## config.mk

```make
export PLATFORM = sky130hd
export DESIGN_NAME = stack_cpu
export DESIGN_NICKNAME = d
export VERILOG_FILES = /design/src/rtl/stack_cpu.sv
export SDC_FILE = /design/constraint.sdc
export NUM_CORES = 1
export LEC_CHECK = 0
export CAP_MARGIN = 20
export CELL_PAD_IN_SITES_DETAIL_PLACEMENT = 1
export CELL_PAD_IN_SITES_GLOBAL_PLACEMENT = 1
export CORE_MARGIN = 3
export CORE_UTILIZATION = 41
export DETAILED_ROUTE_END_ITERATION = 16
export PLACE_DENSITY = 0.89
export SLEW_MARGIN = 5
export SYNTH_ARGS = -nofsm -noshare
export SYNTH_HDL_FRONTEND = slang
export SYNTH_SLANG_ARGS = --single-unit
```

## constraint.sdc

```tcl
create_clock -name clock -period 7.5 [get_ports clock]
set_clock_uncertainty 0.2 [all_clocks]
set_input_delay 1.5 -clock clock [delete_from_list [all_inputs] [get_ports clock]]
set_output_delay 1.5 -clock clock [all_outputs]
set_load 0.02 [all_outputs]
```

## src/rtl/stack_cpu.sv

```systemverilog
// stack_cpu: multi-cycle stack machine; instructions from a synchronous ROM, operand stack in a synchronous RAM.
// Define STACK_CPU_BOUNDS_EN to trap stack overflow/underflow in DECODE (otherwise sp wraps modulo STACK_DEPTH).
module stack_cpu #(
  parameter int DATA_W      = 16,
  parameter int ADDR_W      = 16,
  parameter int MEM_LAT     = 2,
  parameter int STACK_BASE  = 0,
  parameter int STACK_DEPTH = 256
) (
  input  logic              clock,
  input  logic              reset,
  output logic [ADDR_W-1:0] rom_addr,
  input  logic [DATA_W-1:0] rom_q,
  output logic [ADDR_W-1:0] ram_addr,
  input  logic [DATA_W-1:0] ram_q,
  output logic              ram_wren,
  output logic [DATA_W-1:0] ram_data,
  output logic [DATA_W-1:0] seg1,
  output logic [ADDR_W-1:0] pc_out,
  output logic [ADDR_W-1:0] sp_out,
  output logic [3:0]        state_out,
  output logic              halted,
  output logic              error
);
  localparam int IDX_W = $clog2(STACK_DEPTH);
  localparam int SP_W  = IDX_W + 1;
  localparam int CNT_W = (MEM_LAT > 1) ? $clog2(MEM_LAT) : 1;
  localparam logic [CNT_W-1:0] CNT_LAST = CNT_W'(MEM_LAT - 1);

  localparam logic [15:0] OP_NOP  = 16'h0000;
  localparam logic [15:0] OP_IMM  = 16'h0002;
  localparam logic [15:0] OP_JMP  = 16'h1000;
  localparam logic [15:0] OP_JZ   = 16'h1001;
  localparam logic [15:0] OP_ADD  = 16'h2000;
  localparam logic [15:0] OP_SUB  = 16'h2001;
  localparam logic [15:0] OP_AND  = 16'h2002;
  localparam logic [15:0] OP_OR   = 16'h2003;
  localparam logic [15:0] OP_XOR  = 16'h2004;
  localparam logic [15:0] OP_DUP  = 16'h3000;
  localparam logic [15:0] OP_DROP = 16'h3001;
  localparam logic [15:0] OP_HALT = 16'hF000;

  typedef enum logic [3:0] {
    S_FETCH   = 4'd0,
    S_DECODE  = 4'd1,
    S_OPERAND = 4'd2,
    S_RD_B    = 4'd3,
    S_RD_A    = 4'd4,
    S_EXEC    = 4'd5,
    S_HALT    = 4'd6,
    S_ERROR   = 4'd7
  } state_t;

  state_t            state_q, state_d;
  logic [CNT_W-1:0]  cnt_q, cnt_d;
  logic [ADDR_W-1:0] pc_q, pc_d;
  logic [SP_W-1:0]   sp_q, sp_d;
  logic [15:0]       op_q, op_d;
  logic [DATA_W-1:0] b_q, b_d;
  logic [ADDR_W-1:0] ram_addr_q, ram_addr_d;
  logic [DATA_W-1:0] ram_data_q, ram_data_d;
  logic              ram_wren_q, ram_wren_d;
  logic [DATA_W-1:0] seg1_q, seg1_d;
  logic              halted_q, halted_d;
  logic              error_q, error_d;

  logic [IDX_W-1:0]  idx_sp, idx_m1, idx_m2;
  logic [DATA_W-1:0] alu_r;
  logic              fault;

  // Stack indices are taken modulo the depth, which gives the unbounded wrap for free.
  assign idx_sp = sp_q[IDX_W-1:0];
  assign idx_m1 = idx_sp - IDX_W'(1);
  assign idx_m2 = idx_sp - IDX_W'(2);

  function automatic logic [ADDR_W-1:0] stk_addr(input logic [IDX_W-1:0] idx);
    return ADDR_W'(STACK_BASE) + ADDR_W'(idx);
  endfunction

`ifdef STACK_CPU_BOUNDS_EN
  logic [1:0] need_pop;
  logic       need_push;
  always_comb begin
    need_pop  = 2'd0;
    need_push = 1'b0;
    case (rom_q[15:0])
      OP_IMM:                                need_push = 1'b1;
      OP_JZ, OP_DROP:                        need_pop  = 2'd1;
      OP_DUP: begin                          need_pop  = 2'd1; need_push = 1'b1; end
      OP_ADD, OP_SUB, OP_AND, OP_OR, OP_XOR: need_pop  = 2'd2;
      default: ;
    endcase
    fault = (sp_q < SP_W'(need_pop)) || (need_push && (sp_q == SP_W'(STACK_DEPTH)));
  end
`else
  assign fault = 1'b0;
`endif

  // a arrives on ram_q at the end of EXEC; b was captured earlier in RD_A.
  always_comb begin
    case (op_q)
      OP_SUB:  alu_r = ram_q - b_q;
      OP_AND:  alu_r = ram_q & b_q;
      OP_OR:   alu_r = ram_q | b_q;
      OP_XOR:  alu_r = ram_q ^ b_q;
      default: alu_r = ram_q + b_q;
    endcase
  end

  always_comb begin
    state_d    = state_q;
    cnt_d      = cnt_q;
    pc_d       = pc_q;
    sp_d       = sp_q;
    op_d       = op_q;
    b_d        = b_q;
    ram_addr_d = ram_addr_q;
    ram_data_d = ram_data_q;
    ram_wren_d = 1'b0;
    seg1_d     = seg1_q;
    halted_d   = halted_q;
    error_d    = error_q;
    case (state_q)
      S_FETCH, S_OPERAND, S_RD_B, S_RD_A: begin
        cnt_d = cnt_q + 1'b1;
        if (state_q == S_RD_A && cnt_q == '0) b_d = ram_q;
        if (cnt_q == CNT_LAST) begin
          cnt_d = '0;
          case (state_q)
            S_FETCH: state_d = S_DECODE;
            S_RD_B: begin
              if (op_q == OP_DUP) state_d = S_EXEC;
              else begin
                state_d    = S_RD_A;
                ram_addr_d = stk_addr(idx_m2);
              end
            end
            default: state_d = S_EXEC;
          endcase
        end
      end
      S_DECODE: begin
        op_d  = rom_q[15:0];
        cnt_d = '0;
        if (fault) begin
          state_d = S_ERROR;
          error_d = 1'b1;
        end else begin
          case (rom_q[15:0])
            OP_NOP: begin
              pc_d    = pc_q + 1'b1;
              state_d = S_FETCH;
            end
            OP_IMM, OP_JMP: begin
              pc_d    = pc_q + 1'b1;
              state_d = S_OPERAND;
            end
            OP_JZ: begin
              pc_d       = pc_q + 1'b1;
              state_d    = S_OPERAND;
              ram_addr_d = stk_addr(idx_m1);
            end
            OP_ADD, OP_SUB, OP_AND, OP_OR, OP_XOR, OP_DUP: begin
              pc_d       = pc_q + 1'b1;
              state_d    = S_RD_B;
              ram_addr_d = stk_addr(idx_m1);
            end
            OP_DROP: begin
              pc_d    = pc_q + 1'b1;
              sp_d    = sp_q - 1'b1;
              state_d = S_FETCH;
            end
            OP_HALT: begin
              state_d  = S_HALT;
              halted_d = 1'b1;
            end
            default: begin
              state_d = S_ERROR;
              error_d = 1'b1;
            end
          endcase
        end
      end
      S_EXEC: begin
        state_d = S_FETCH;
        case (op_q)
          OP_IMM: begin
            ram_wren_d = 1'b1;
            ram_addr_d = stk_addr(idx_sp);
            ram_data_d = rom_q;
            sp_d       = sp_q + 1'b1;
            pc_d       = pc_q + 1'b1;
          end
          OP_JMP: pc_d = ADDR_W'(rom_q);
          OP_JZ: begin
            sp_d = sp_q - 1'b1;
            pc_d = (ram_q == '0) ? ADDR_W'(rom_q) : pc_q + 1'b1;
          end
          OP_DUP: begin
            ram_wren_d = 1'b1;
            ram_addr_d = stk_addr(idx_sp);
            ram_data_d = ram_q;
            seg1_d     = ram_q;
            sp_d       = sp_q + 1'b1;
          end
          OP_ADD, OP_SUB, OP_AND, OP_OR, OP_XOR: begin
            ram_wren_d = 1'b1;
            ram_addr_d = stk_addr(idx_m2);
            ram_data_d = alu_r;
            seg1_d     = alu_r;
            sp_d       = sp_q - 1'b1;
          end
          default: ;
        endcase
      end
      default: ;
    endcase
`ifndef STACK_CPU_BOUNDS_EN
    sp_d[SP_W-1] = 1'b0;
`endif
  end

  always_ff @(posedge clock) begin
    if (reset) begin
      state_q    <= S_FETCH;
      cnt_q      <= '0;
      pc_q       <= '0;
      sp_q       <= '0;
      op_q       <= '0;
      b_q        <= '0;
      ram_addr_q <= '0;
      ram_data_q <= '0;
      ram_wren_q <= 1'b0;
      seg1_q     <= '0;
      halted_q   <= 1'b0;
      error_q    <= 1'b0;
    end else begin
      state_q    <= state_d;
      cnt_q      <= cnt_d;
      pc_q       <= pc_d;
      sp_q       <= sp_d;
      op_q       <= op_d;
      b_q        <= b_d;
      ram_addr_q <= ram_addr_d;
      ram_data_q <= ram_data_d;
      ram_wren_q <= ram_wren_d;
      seg1_q     <= seg1_d;
      halted_q   <= halted_d;
      error_q    <= error_d;
    end
  end

  assign rom_addr  = pc_q;
  assign pc_out    = pc_q;
  assign sp_out    = ADDR_W'(sp_q);
  assign state_out = state_q;
  assign ram_addr  = ram_addr_q;
  assign ram_data  = ram_data_q;
  assign ram_wren  = ram_wren_q;
  assign seg1      = seg1_q;
  assign halted    = halted_q;
  assign error     = error_q;
endmodule
```

# After elaboration in Yosys (flattened, before gate mapping)

Index checks and enable logic that the tools add are counted.

Add/subtract/negate cells: 8
Eq/ne operators: 34
Muxes and demuxes: 24
Bitwise operators: 6
Reduce and logical (&&, ||, !) cells: 30

Operator list:

| cell                  | count |
|---|---|
| $eq 16x14->1 const B  | 13 |
| $pmux 16 s3           | 3 |
| $mux 16               | 6 |
| $pmux 16 s2           | 3 |
| $eq 16x13->1 const B  | 4 |
| $pmux 16 s4           | 1 |
| $eq 16x2->1 const B   | 2 |
| $logic_not 16->1      | 2 |
| $pmux 8 s2            | 2 |
| $add 16x1->16 const B | 1 |
| $add 16x16->16        | 1 |
| $and 16x16->16        | 1 |
| $eq 16x16->1 const B  | 1 |
| $or 16x16->16         | 1 |
| $sub 16x16->16        | 1 |
| $sub 8x1->8 const B   | 2 |
| $xor 16x16->16        | 1 |
| $reduce_or 7->1       | 2 |
| $ne 2x2->1 const B    | 6 |
| $pmux 3 s4            | 1 |
| $pmux 4 s3            | 1 |
| $reduce_and 2->1      | 6 |
| $reduce_or 12->1      | 1 |
| $reduce_or 6->1       | 2 |
| 25 further kinds      | 38 |

Register bits after elaboration: 112
Input port bits: 34
Output and inout bits: 103
Logic and storage cells: 114

# Logic depth before layout (Yosys ltp)

Depth after elaboration: 5
Gate-level depth with buffers: 14
Gate-level depth less buffers: 14

# Least setup slack after synthesis

Ideal clock, no wire load.

Path type: flip-flop to flip-flop
Start: reg op_q[13]
End: reg ram_data_q[14], in the netlist ram_data[14]
Library setup time: 0.124 ns
Arrival time: 3.789 ns
Data required time: 7.176 ns
Path slack: 3.387 ns
Cell stages (with the launch flop): 15
Period minus slack after synthesis: 4.113 ns
Path through: dfxtp_1 buf_2 or4b_2 or4_1 nor2_2 nor2_1 xnor2_1 ha_1 a211oi_1 o21ai_0 a311o_1 or3_1 a31oi_1 xor2_1 o21ai_0

Cells in the longest elaborated chain, start to end: 4
Elaborated cells between the ends (all ways): 12
Those cells by class: eq/ne: 7; mux: 2; reduce/logical: 3

Ends and longest elaborated chain:

| element                                | line     | text |
|---|---|---|
| start, declared                        | 58       | `logic [15:0] op_q, op_d;` |
| start signal, assigned                 | 242      | `op_q <= op_d;` |
| $eq 16x14->1, on equally long branches | 186, 101 |  |
| $reduce_or 5->1                        | 186      | `case (op_q)` |
| $reduce_bool 3->1 (no source line)     | --       |  |
| $reduce_and 2->1 (no source line)      | --       |  |
| end signal, assigned                   | 245      | `ram_data_q <= ram_data_d;` |
| end, declared                          | 61       | `logic [DATA_W-1:0] ram_data_q, ram_data_d;` |

Several ways; a longest one is shown, not always the timed one.
A chain may end at the register's enable or synchronous reset.

# Worst setup path after layout

Start: reg op_q[2]
End: reg ram_data_q[14], in the netlist ram_data[14]

The elaborated chain is that of the path after synthesis.

==> key figures <==
Yosys
  – Syn Inst Count: ~1000
  – EDFF count, synth: 0
  – Post-Syn Area: approximately 7500 um^2
  – Ys flop type: dfxtp_1
  – Share of the synthesized area in the top cell type: a little over a quarter
  – Mean Syn Cell Area: roughly 7.6 um^2
  – Unique masters post-synth: 80
  – Top cells by area, synth: dfxtp_1 (27%), ha_1 (9.0%), a21oi_1 (7.2%)
  – Synth area leader: dfxtp_1
  – Async SR Flop Fraction: 0%
  – Synth warn: 0
  – Sequential share of the synthesized area: about 27%
  – Seq cells post-synth: about 100

STA
  – Minimum clock period: about 5 ns
  – Total negative slack: 0 ns
  – Worst slew margin: around 29%
  – RSZ-0062 raised after global routing: false
  – Fmax: roughly 200 MHz
  – Final period utilization: around two thirds
  – Setup Viol. Count Final: 0
  – Hold Violations, Final: 0
  – Pins Over Slew Limit: 0
  – Slew @ Worst Pin: 1.05 ns

Global route
  – Initial antenna violation count: 0
  – Gr usage total: 27.8%
  – M1 GR Usage: between 30% and 40%
  – GR Layer Usage met3: under 10%
  – Overflow after GRT: 0
  – Vias in the first global route: around 8000
  – GRT busiest layer: met2
  – First-pass GRT wire length: 44.5 mm
  – Largest net degree at the start of global routing: 56
  – M2 GR Usage: 44.3%

Floorplan
  – Die width: approximately 140 um
  – Starting Density: 42.7%
  – Full die area: approximately 20000 um^2
  – Chip Height: around 140 um
  – Core Box Area: around 18000 um^2
  – Io pins: between 100 and 150
  – Cell row count: 48

Cells and area
  – Most common cell after layout, fill and taps aside: clkdlybuf4s50_1
  – Syn-to-layout area delta: 19.4%
  – Share of cells above drive strength 1: around 5.1%
  – Commonest cells after routing, fill and taps aside: clkdlybuf4s50_1 (118), a21oi_1 (109), nand2_1 (107), dfxtp_1 (103), nor2_1 (90)
  – Fin nets: approximately 1200
  – Antenna diodes: 0
  – Fin area: 9010 um^2

Worst setup path
  – Worst R2R Path Depth: 13
  – Critical path class: reg2reg
  – Required time of the worst setup path: about 7.5 ns
  – Worst EP arrival: approximately 4.9 ns
  – Max FO, Critical Path: 15
  – Endpoint type of the worst setup path: flop
  – CP startpoint kind: flop
  – R2r startpoint: op_q[2]$_SDFFE_PP0P_
  – Crit path from: op_q[2]$_SDFFE_PP0P_
  – R2R Setup Slk: roughly 2.6 ns
  – Reg-to-Reg End: ram_data[14]$_SDFFE_PP0P_

Power
  – PD cells: slightly below 300 nW/um^2
  – VDD IR-drop max: around 0.0003 V
  – Leak Pwr: 3.24 nW

Drt
  – Routed vias: around 8000
  – First-pass DRT Iterations: 5
  – DRC: 0
  – Final antenna-violating net count: 0
  – WL per Instance: about 22 um
  – Starting DRT DRC Count: around 660
  – DR vias/cell: ~6.2
  – Routed Wire Length: between 20 and 30 mm

Worst hold path
  – HP Start: op_q[10]$_SDFFE_PP0P_
  – Hold Crit Depth: 2
  – HP Class: reg2reg
  – Worst Hold Path EP: op_q[10]$_SDFFE_PP0P_

Clocking
  – Clock sinks: slightly above 100
  – Hold_buf cts: 0
  – Maximum clock insertion buffer count: 2
  – CTS root buffer: clkbuf_16
  – H-Tree Level Count: 3
  – Skew-Pair Late Insertion Delay: 0.36 ns
  – TritonCTS buffer count: 9
  – Setup bufs post-CTS: 0
  – Post-cts repair resize count: 0
  – CTS tree: yes
  – Clock-pin slew on the worst setup and hold paths: around 0.080 ns

Placement
  – HPWL Detailed: 21.1 mm
  – Placed cell areas: around 8700 um^2
  – GPL Wtd Cong: 0.964
  – PortBufs: about 120

Outcome
  – Status: completed

Run
  – Maxcap violations: 0
-- flip-flops by register name (all words and copies together) (netlist names), 3 cells and up --
name / count
b_q: 16
op_q: 16
pc_out: 16
ram_data: 16
seg1: 16
ram_addr: 8
sp_q: 8
state_out: 3
-- through the flow --
| step | hold WS (ns) | worst slack (ns) | instances | power, mW | utilization, % |
|---|---|---|---|---|---|
| 2_1_floorplan | 0.244 | 3.39 | 1009 | 1.74 | - |
| 3_3_place_gp | 0.255 | 2.67 | 1278 | 2.09 | 49.2 |
| 3_5_place_dp | 0.265 | 2.50 | 1278 | 2.14 | 49.2 |
| 4_1_cts | 0.276 | 2.65 | 1294 | 2.63 | 50.9 |
| 5_1_grt | 0.306 | 2.30 | 1298 | 2.83 | 51.0 |
| 6_report | 0.275 | 2.60 | 1298 | 2.65 | 51.0 |
-- Yosys cell counts, types with 6 or more instances --
cell and n:
a21oi_1 109, nand2_1 107, dfxtp_1 103, nor2_1 90, ha_1 54, o21ai_0 50, inv_1 47, clkbuf_1 43
buf_4 33, a211oi_1 30, xnor2_1 28, nor3_1 22, nand3_1 19, a31oi_1 16, nand2b_1 15, a221oi_1 12
and3_1 12, nand4_1 12, or3_1 11, nor4_1 10, o211ai_1 10, a21o_1 9, or4_1 9, xor2_1 9
nor3b_1 8, o22ai_1 8, a22o_1 7, a22oi_1 7, o31ai_1 7, nor2b_1 6, o21a_1 6
-- kinds of logic after synthesis --
family	after synthesis	share of synthesized area, %
AO/OA/AOI/OAI	311	26.9
XOR/XNOR	37	4.29
flip-flops	103	27.3
other	1	0.0497
multiplexers	6	0.812
AND/OR/NAND/NOR	349	23.0
buffers and inverters	131	8.42
adder cells (fa/ha/maj)	55	9.22
-- area by class of cell --
cell class                 instances  area (um^2)
tap                              225          282
fill                            2209         8650
multi-input combinational        775         4910
inverter                          47          176
timing repair buffer             132         1280
clock buffer                      12          256
clock inverter                     4         36.3
sequential                       103         2060
-- where the power goes --
group / switching, mW / internal (mW)
registers: 0.0826 / 0.597
clock network: 0.236 / 0.249
logic: 0.905 / 0.586
-- worst max-delay path: stages (launching register included) --
cell and delay (ns):
dfxtp_1 0.46, or4b_2 0.76, or4_1 0.54, nor2_2 0.41, nor2_1 0.10, xnor2_1 0.15, ha_1 0.35, a211oi_1 0.29
o21ai_0 0.22, a311o_1 0.38, or3_1 0.31, a31oi_1 0.22, xor2_1 0.25, o21ai_0 0.12
-- worst max path at each step --
| stage | to | slack, ns | depth (start not counted) |
|---|---|---|---|
| after floorplan | ram_data[14]$_SDFFE_PP0P_ | 3.39 | 14 |
| after global placement | ram_data[14]$_SDFFE_PP0P_ | 2.67 | 12 |
| after detailed placement | ram_data[14]$_SDFFE_PP0P_ | 2.50 | 12 |
| after CTS | ram_data[14]$_SDFFE_PP0P_ | 2.65 | 13 |
| after global routing | ram_data[14]$_SDFFE_PP0P_ | 2.30 | 13 |
| final | ram_data[14]$_SDFFE_PP0P_ | 2.60 | 13 |
-- per-layer routing --
metal | part of all wire, % | wire length, um
met1 | 43 | 12300
met2 | 46 | 12900
met3 | 7.7 | 2190
met4 | 3.5 | 1000
met5 | 0 | 0
No activity file was read; power rests on OpenSTA's default activity.
